--- src/rtl/shift_rows_pkg.sv ---
// Shared AES definitions: state geometry and the (row, col) -> bit offset
// mapping used by every round block that addresses individual state bytes.
package shift_rows_pkg;

  localparam int STATE_W = 128;
  localparam int BYTE_W  = 8;
  localparam int NB      = 4;
  localparam int NBYTES  = STATE_W / BYTE_W;

  typedef logic [STATE_W-1:0] state_t;
  typedef logic [BYTE_W-1:0]  byte_t;

  // Transform direction for ShiftRows and its inverse.
  typedef enum logic {
    DIR_FWD = 1'b0,
    DIR_INV = 1'b1
  } dir_e;

  // Column-major byte numbering: byte k sits at row k%4, column k/4.
  function automatic int byte_index(input int row, input int col);
    return NB * col + row;
  endfunction

  // Bit offset of the least significant bit of byte (row, col).
  // Byte 0 occupies the most significant 8 bits of the state word.
  function automatic int byte_lsb(input int row, input int col);
    return STATE_W - BYTE_W * (byte_index(row, col) + 1);
  endfunction

  // Source column feeding destination (row, col): forward rotates each
  // row left by its row number, the inverse rotates it right.
  function automatic int src_col(input int row, input int col, input dir_e dir);
    if (dir == DIR_INV) begin
      return (col + NB - row) % NB;
    end
    return (col + row) % NB;
  endfunction

endpackage

--- src/rtl/shift_rows_perm.sv ---
// Combinational ShiftRows / InvShiftRows byte permutation. Pure wiring plus
// one 2:1 word mux; reusable anywhere in the cipher datapath.
module shift_rows_perm
  import shift_rows_pkg::*;
(
  input  logic [STATE_W-1:0] data_in,
  input  logic               inv,
  output logic [STATE_W-1:0] data_out
);

  logic [STATE_W-1:0] fwd_word;
  logic [STATE_W-1:0] inv_word;

  // Both directions are built as fixed wiring; only the final mux depends on inv.
  genvar gi, gj;
  generate
    for (gi = 0; gi < NB; gi++) begin : g_row
      for (gj = 0; gj < NB; gj++) begin : g_col
        localparam int DST   = byte_lsb(gi, gj);
        localparam int SRC_F = byte_lsb(gi, src_col(gi, gj, DIR_FWD));
        localparam int SRC_I = byte_lsb(gi, src_col(gi, gj, DIR_INV));

        assign fwd_word[DST +: BYTE_W] = data_in[SRC_F +: BYTE_W];
        assign inv_word[DST +: BYTE_W] = data_in[SRC_I +: BYTE_W];
      end
    end
  endgenerate

  // Direction select for the whole word.
  always_comb begin
    data_out = fwd_word;
    if (inv) begin
      data_out = inv_word;
    end
  end

endmodule

--- src/rtl/shift_rows.sv ---
// ShiftRows round block: the combinational permutation followed by a single
// valid/ready output register. One result per cycle when downstream keeps up.
module shift_rows
  import shift_rows_pkg::*;
#(
  parameter int INV_EN = 1
) (
  input  logic               clk,
  input  logic               rstn,
  input  logic               in_valid,
  output logic               in_ready,
  input  logic               inv,
  input  logic [STATE_W-1:0] state,
  output logic               out_valid,
  input  logic               out_ready,
  output logic [STATE_W-1:0] nstate
);

  logic               inv_sel;
  logic               load;
  logic [STATE_W-1:0] perm_out;

  // Forward-only builds force the direction low so the inverse mux path folds away.
  assign inv_sel = inv & (INV_EN != 0);

  // The register may take new data whenever it is empty or being drained now.
  assign in_ready = !out_valid || out_ready;
  assign load     = in_valid && in_ready;

  shift_rows_perm u_perm (
    .data_in  (state),
    .inv      (inv_sel),
    .data_out (perm_out)
  );

  // Output stage: reload on accept, drop valid when drained without a refill, else hold.
  always_ff @(posedge clk or negedge rstn) begin
    if (!rstn) begin
      out_valid <= 1'b0;
      nstate    <= '0;
    end else if (in_ready) begin
      if (load) begin
        out_valid <= 1'b1;
        nstate    <= perm_out;
      end else begin
        out_valid <= 1'b0;
      end
    end
  end

endmodule

--- config.mk ---
export PLATFORM = sky130hd
export DESIGN_NAME = shift_rows
export DESIGN_NICKNAME = d
export VERILOG_FILES = /design/src/rtl/shift_rows_pkg.sv /design/src/rtl/shift_rows_perm.sv /design/src/rtl/shift_rows.sv
export SDC_FILE = /design/constraint.sdc
export NUM_CORES = 1
export LEC_CHECK = 0
export CORE_ASPECT_RATIO = 0.5
export CORE_UTILIZATION = 35
export CTS_CLUSTER_SIZE = 10
export DETAILED_ROUTE_END_ITERATION = 6
export PLACE_DENSITY_LB_ADDON = 0.05
export SKIP_LAST_GASP = 1
export SYNTH_ARGS = -nofsm -noshare
export SYNTH_HDL_FRONTEND = slang
export SYNTH_SLANG_ARGS = --single-unit
--- constraint.sdc ---
create_clock -name clk -period 1.4 [get_ports clk]
set_input_delay 0.21 -clock clk [delete_from_list [all_inputs] [get_ports clk]]
set_output_delay 0.21 -clock clk [all_outputs]
set_load 0.01 [all_outputs]
==> flow_summary_export.csv <==
group,metric,value,unit
placement,place_congestion,0.721,
pwr,power_leakage,3.89,nW
worst_setup_path,path_delay_family,"flip-flops",
layout,drive_above_1_share,0.163,
clocking,insertion_delay,0.41,ns
clocking,path_clk_slew,0.06,ns
synth,synth-simple-area-share,0.00428,
clocking,cts_tree,"done",
worst_setup_path,cpPeakStageDelay,0.39,ns
clocking,cts-root-buf,"clkbuf_16",
timing,setup_ws,0.0623,ns
global_routing,grtUsageTotal,0.187,
timing,fin_skew,0.00843,ns
synth,netlist_area,5550,µm²
layout,antenna_cells,0,
pwr,power.density,1300,nW/µm²
timing,tightest_slew,0.517,ns
route,drtPass1Iterations,4,
synth,synth_area_leader_cell,"dfrtp_1",
worst_setup_path,critPathRequiredTime,1.68,ns
synth,avgSynthCellArea,12.9,µm²
global_routing,grt_antenna_before_repair,0,
timing,post-route-min-period,1.34,ns
route,remaining_drc_errors,0,
route,vias,4437,
clocking,clk_path_buf_depth,2,
hold_path,min_from,"in_valid",
placement,post-place-ws,-0.268,ns
hold_path,min_to,"nstate[15]",
worst_setup_path,crit_buf_inv,1,
outcome,status,"complete, no violations",
worst_setup_path,crit_chain,"nand2b_4 > nand2_4 > buf_12 > mux2_2",
worst_setup_path,r2r_slack,0.06,ns
timing,fmaxAchievable,0.748,GHz
timing,drv_slew,0,
global_routing,grt.overflow.total,0,
worst_setup_path,end_kind,"flop",
clocking,h-tree-depth,4,
synth,syn_nets,563,
timing,grt_setup_unrepaired,"no",
layout,nFillCells,1361,
route,wl_per_cell,16.3,µm
pwr,p_clk_frac,0.391,
floorplan,rows,32,
synth,syn_inst,430,
floorplan,fp.dieArea,16400,µm²
global_routing,grt_pass1_wl,23.9,mm
route,drtIter0Drc,128,
worst_setup_path,reg2reg_from,"out_valid",
synth,synth_cell_type_count,11,
synth,synth_adder_area_share,0,
route,via_per_inst,4.90,
timing,hold_violations,0,
route,ant_nets,0,
timing,finalSetupTns,0,ns
hold_path,min_path_cells,3,
global_routing,grt_pass1_vias,4366,
worst_setup_path,critPathLaunchType,"flop",
clocking,cts_made_buffers,17,
pwr,vdd_drop_max,0.953,mV
hold_path,hold_class,"in2reg",
layout,instances_no_fill,905,
synth,synth-xor-area-share,0,
synth,yosysSeqAreaShare,0.582,
timing,slew_headroom,0.655,
placement,port-buffer-count,262,
pwr,p_total,11.6,mW
layout,fin_nets,821,
worst_setup_path,worstPathMaxFanout,20,
placement,dp_hpwl,10.5,mm
pwr,comb_power_share,0.218,
pwr,swShare,0.265,
placement,dp.cells,872,
floorplan,die_h,91.0,µm
pwr,p_sw,3.07,mW
worst_setup_path,cp_slowest_cell,"dfrtp_1",
global_routing,grt_max_degree,130,
worst_setup_path,rr_worst_depth,4,
job,maxCapViolations,0,
synth,synth_top_family_by_area,"multiplexers",
synth,synth_top_area_frac,0.582,
worst_setup_path,reg2reg_to,"nstate[89]",
floorplan,die_w,180,µm
layout,syn_to_final_growth,60.8,%
clocking,clock_sinks,129,
layout,final_cell_mix,"129 x clkdlybuf4s50_1, 129 x dfrtp_1, 129 x dlygate4sd2_1",
floorplan,coreArea,15500,µm²
synth,ys_top_cells_by_area,"dfrtp_1 58%, mux2_2 12%, mux2i_1 12%",
worst_setup_path,path_class,"reg2reg",
synth,synth_seq_cells,129,
route,wl,14.8,mm
pwr,intPower,8.52,mW
pwr,seq_power_share,0.391,
timing,finalCritPeriodShare,0.955,
synth,synth-compound-area-share,0.130,
synth,synth_mux_area_frac,0.245,
floorplan,ios,263,
timing,hold_ws,0.261,ns
worst_setup_path,worstPathArrival,1.62,ns
synth,yosysWarnings,0,
floorplan,start_util,0.359,
timing,setup_viol,0,
## routing by layer
layer  vias to the layer above  global-route usage  routed length, µm
met5                         -                   0                  0
met4                         0              0.0520                 96
met3                         8              0.0638               1060
met2                       150               0.304               6930
met1                      2147               0.238               6690
li1                       2132                   -                  -
## through the flow
| step | util | area, µm² |
|---|---|---|
| global route | 0.577 | 8920 |
| CTS | 0.577 | 8920 |
| global placement | 0.548 | 8470 |
| detailed placement | 0.548 | 8470 |
| finish | 0.577 | 8920 |
| floorplan | - | 5550 |
## state kept, by name, summed over array words and instances (netlist names)
signal and flops:
out_valid 1, nstate 128
## Yosys cell counts
| cell | number |
|---|---|
| clkbuf_1 | 10 |
| mux2i_1 | 64 |
| mux2_1 | 4 |
| mux2_2 | 60 |
| nand2b_1 | 2 |
| buf_2 | 25 |
| buf_4 | 7 |
| a21oi_1 | 64 |
| a31oi_1 | 64 |
| nand2_4 | 1 |
| dfrtp_1 | 129 |
## power groups by stage
| stage | clock network (mW) | registers (mW) | logic (mW) |
|---|---|---|---|
| after detailed placement | 0 | 4.62 | 2.95 |
| after floorplan | 0 | 4.87 | 0.843 |
| after CTS | 4.65 | 4.54 | 2.56 |
| after global routing | 4.83 | 4.62 | 2.74 |
| final | 4.53 | 4.54 | 2.52 |
| after global placement | 0 | 4.62 | 2.92 |
## final cells by class
cell class                      instances  area (µm²)  share of cell area
Sequential cell                       129        3230               0.362
Timing Repair Buffer                  281        2720               0.305
Multi-Input combinational cell        259        2110               0.237
Clock buffer                           20         447              0.0501
Tap cell                              204         255              0.0286
Clock inverter                         12         156              0.0175
## worst register-to-register path, cell delays in order, from the launching register on
cell	delay, ns
dfrtp_1	0.39
nand2b_4	0.12
nand2_4	0.17
buf_12	0.19
mux2_2	0.35
## cells by family (layout without fill, tap and decap cells)
logic type,count (synthesis),count (layout)
DFF,129,129
AOI/OAI and AO/OA,128,128
muxes,128,128
buffers and inverters,42,313
and+or+nand+nor,3,3
## repair_timing
item	CTS	global route
hold buffers	1	0
hold endpoints to repair	24	0
setup endpoints to repair	130	9
setup buffers	0	0
gates resized for setup	130	3
## worst max path at each step
stage,startpoint,endpoint,cells after the start
final,out_valid,nstate[89],4
after global routing,out_valid,nstate[94],4
after CTS,out_valid,in_ready,2
after detailed placement,out_ready,nstate[89],5
after global placement,out_ready,nstate[79],5
after floorplan,out_valid,nstate[10],5
(Power assumes the default switching activity.)
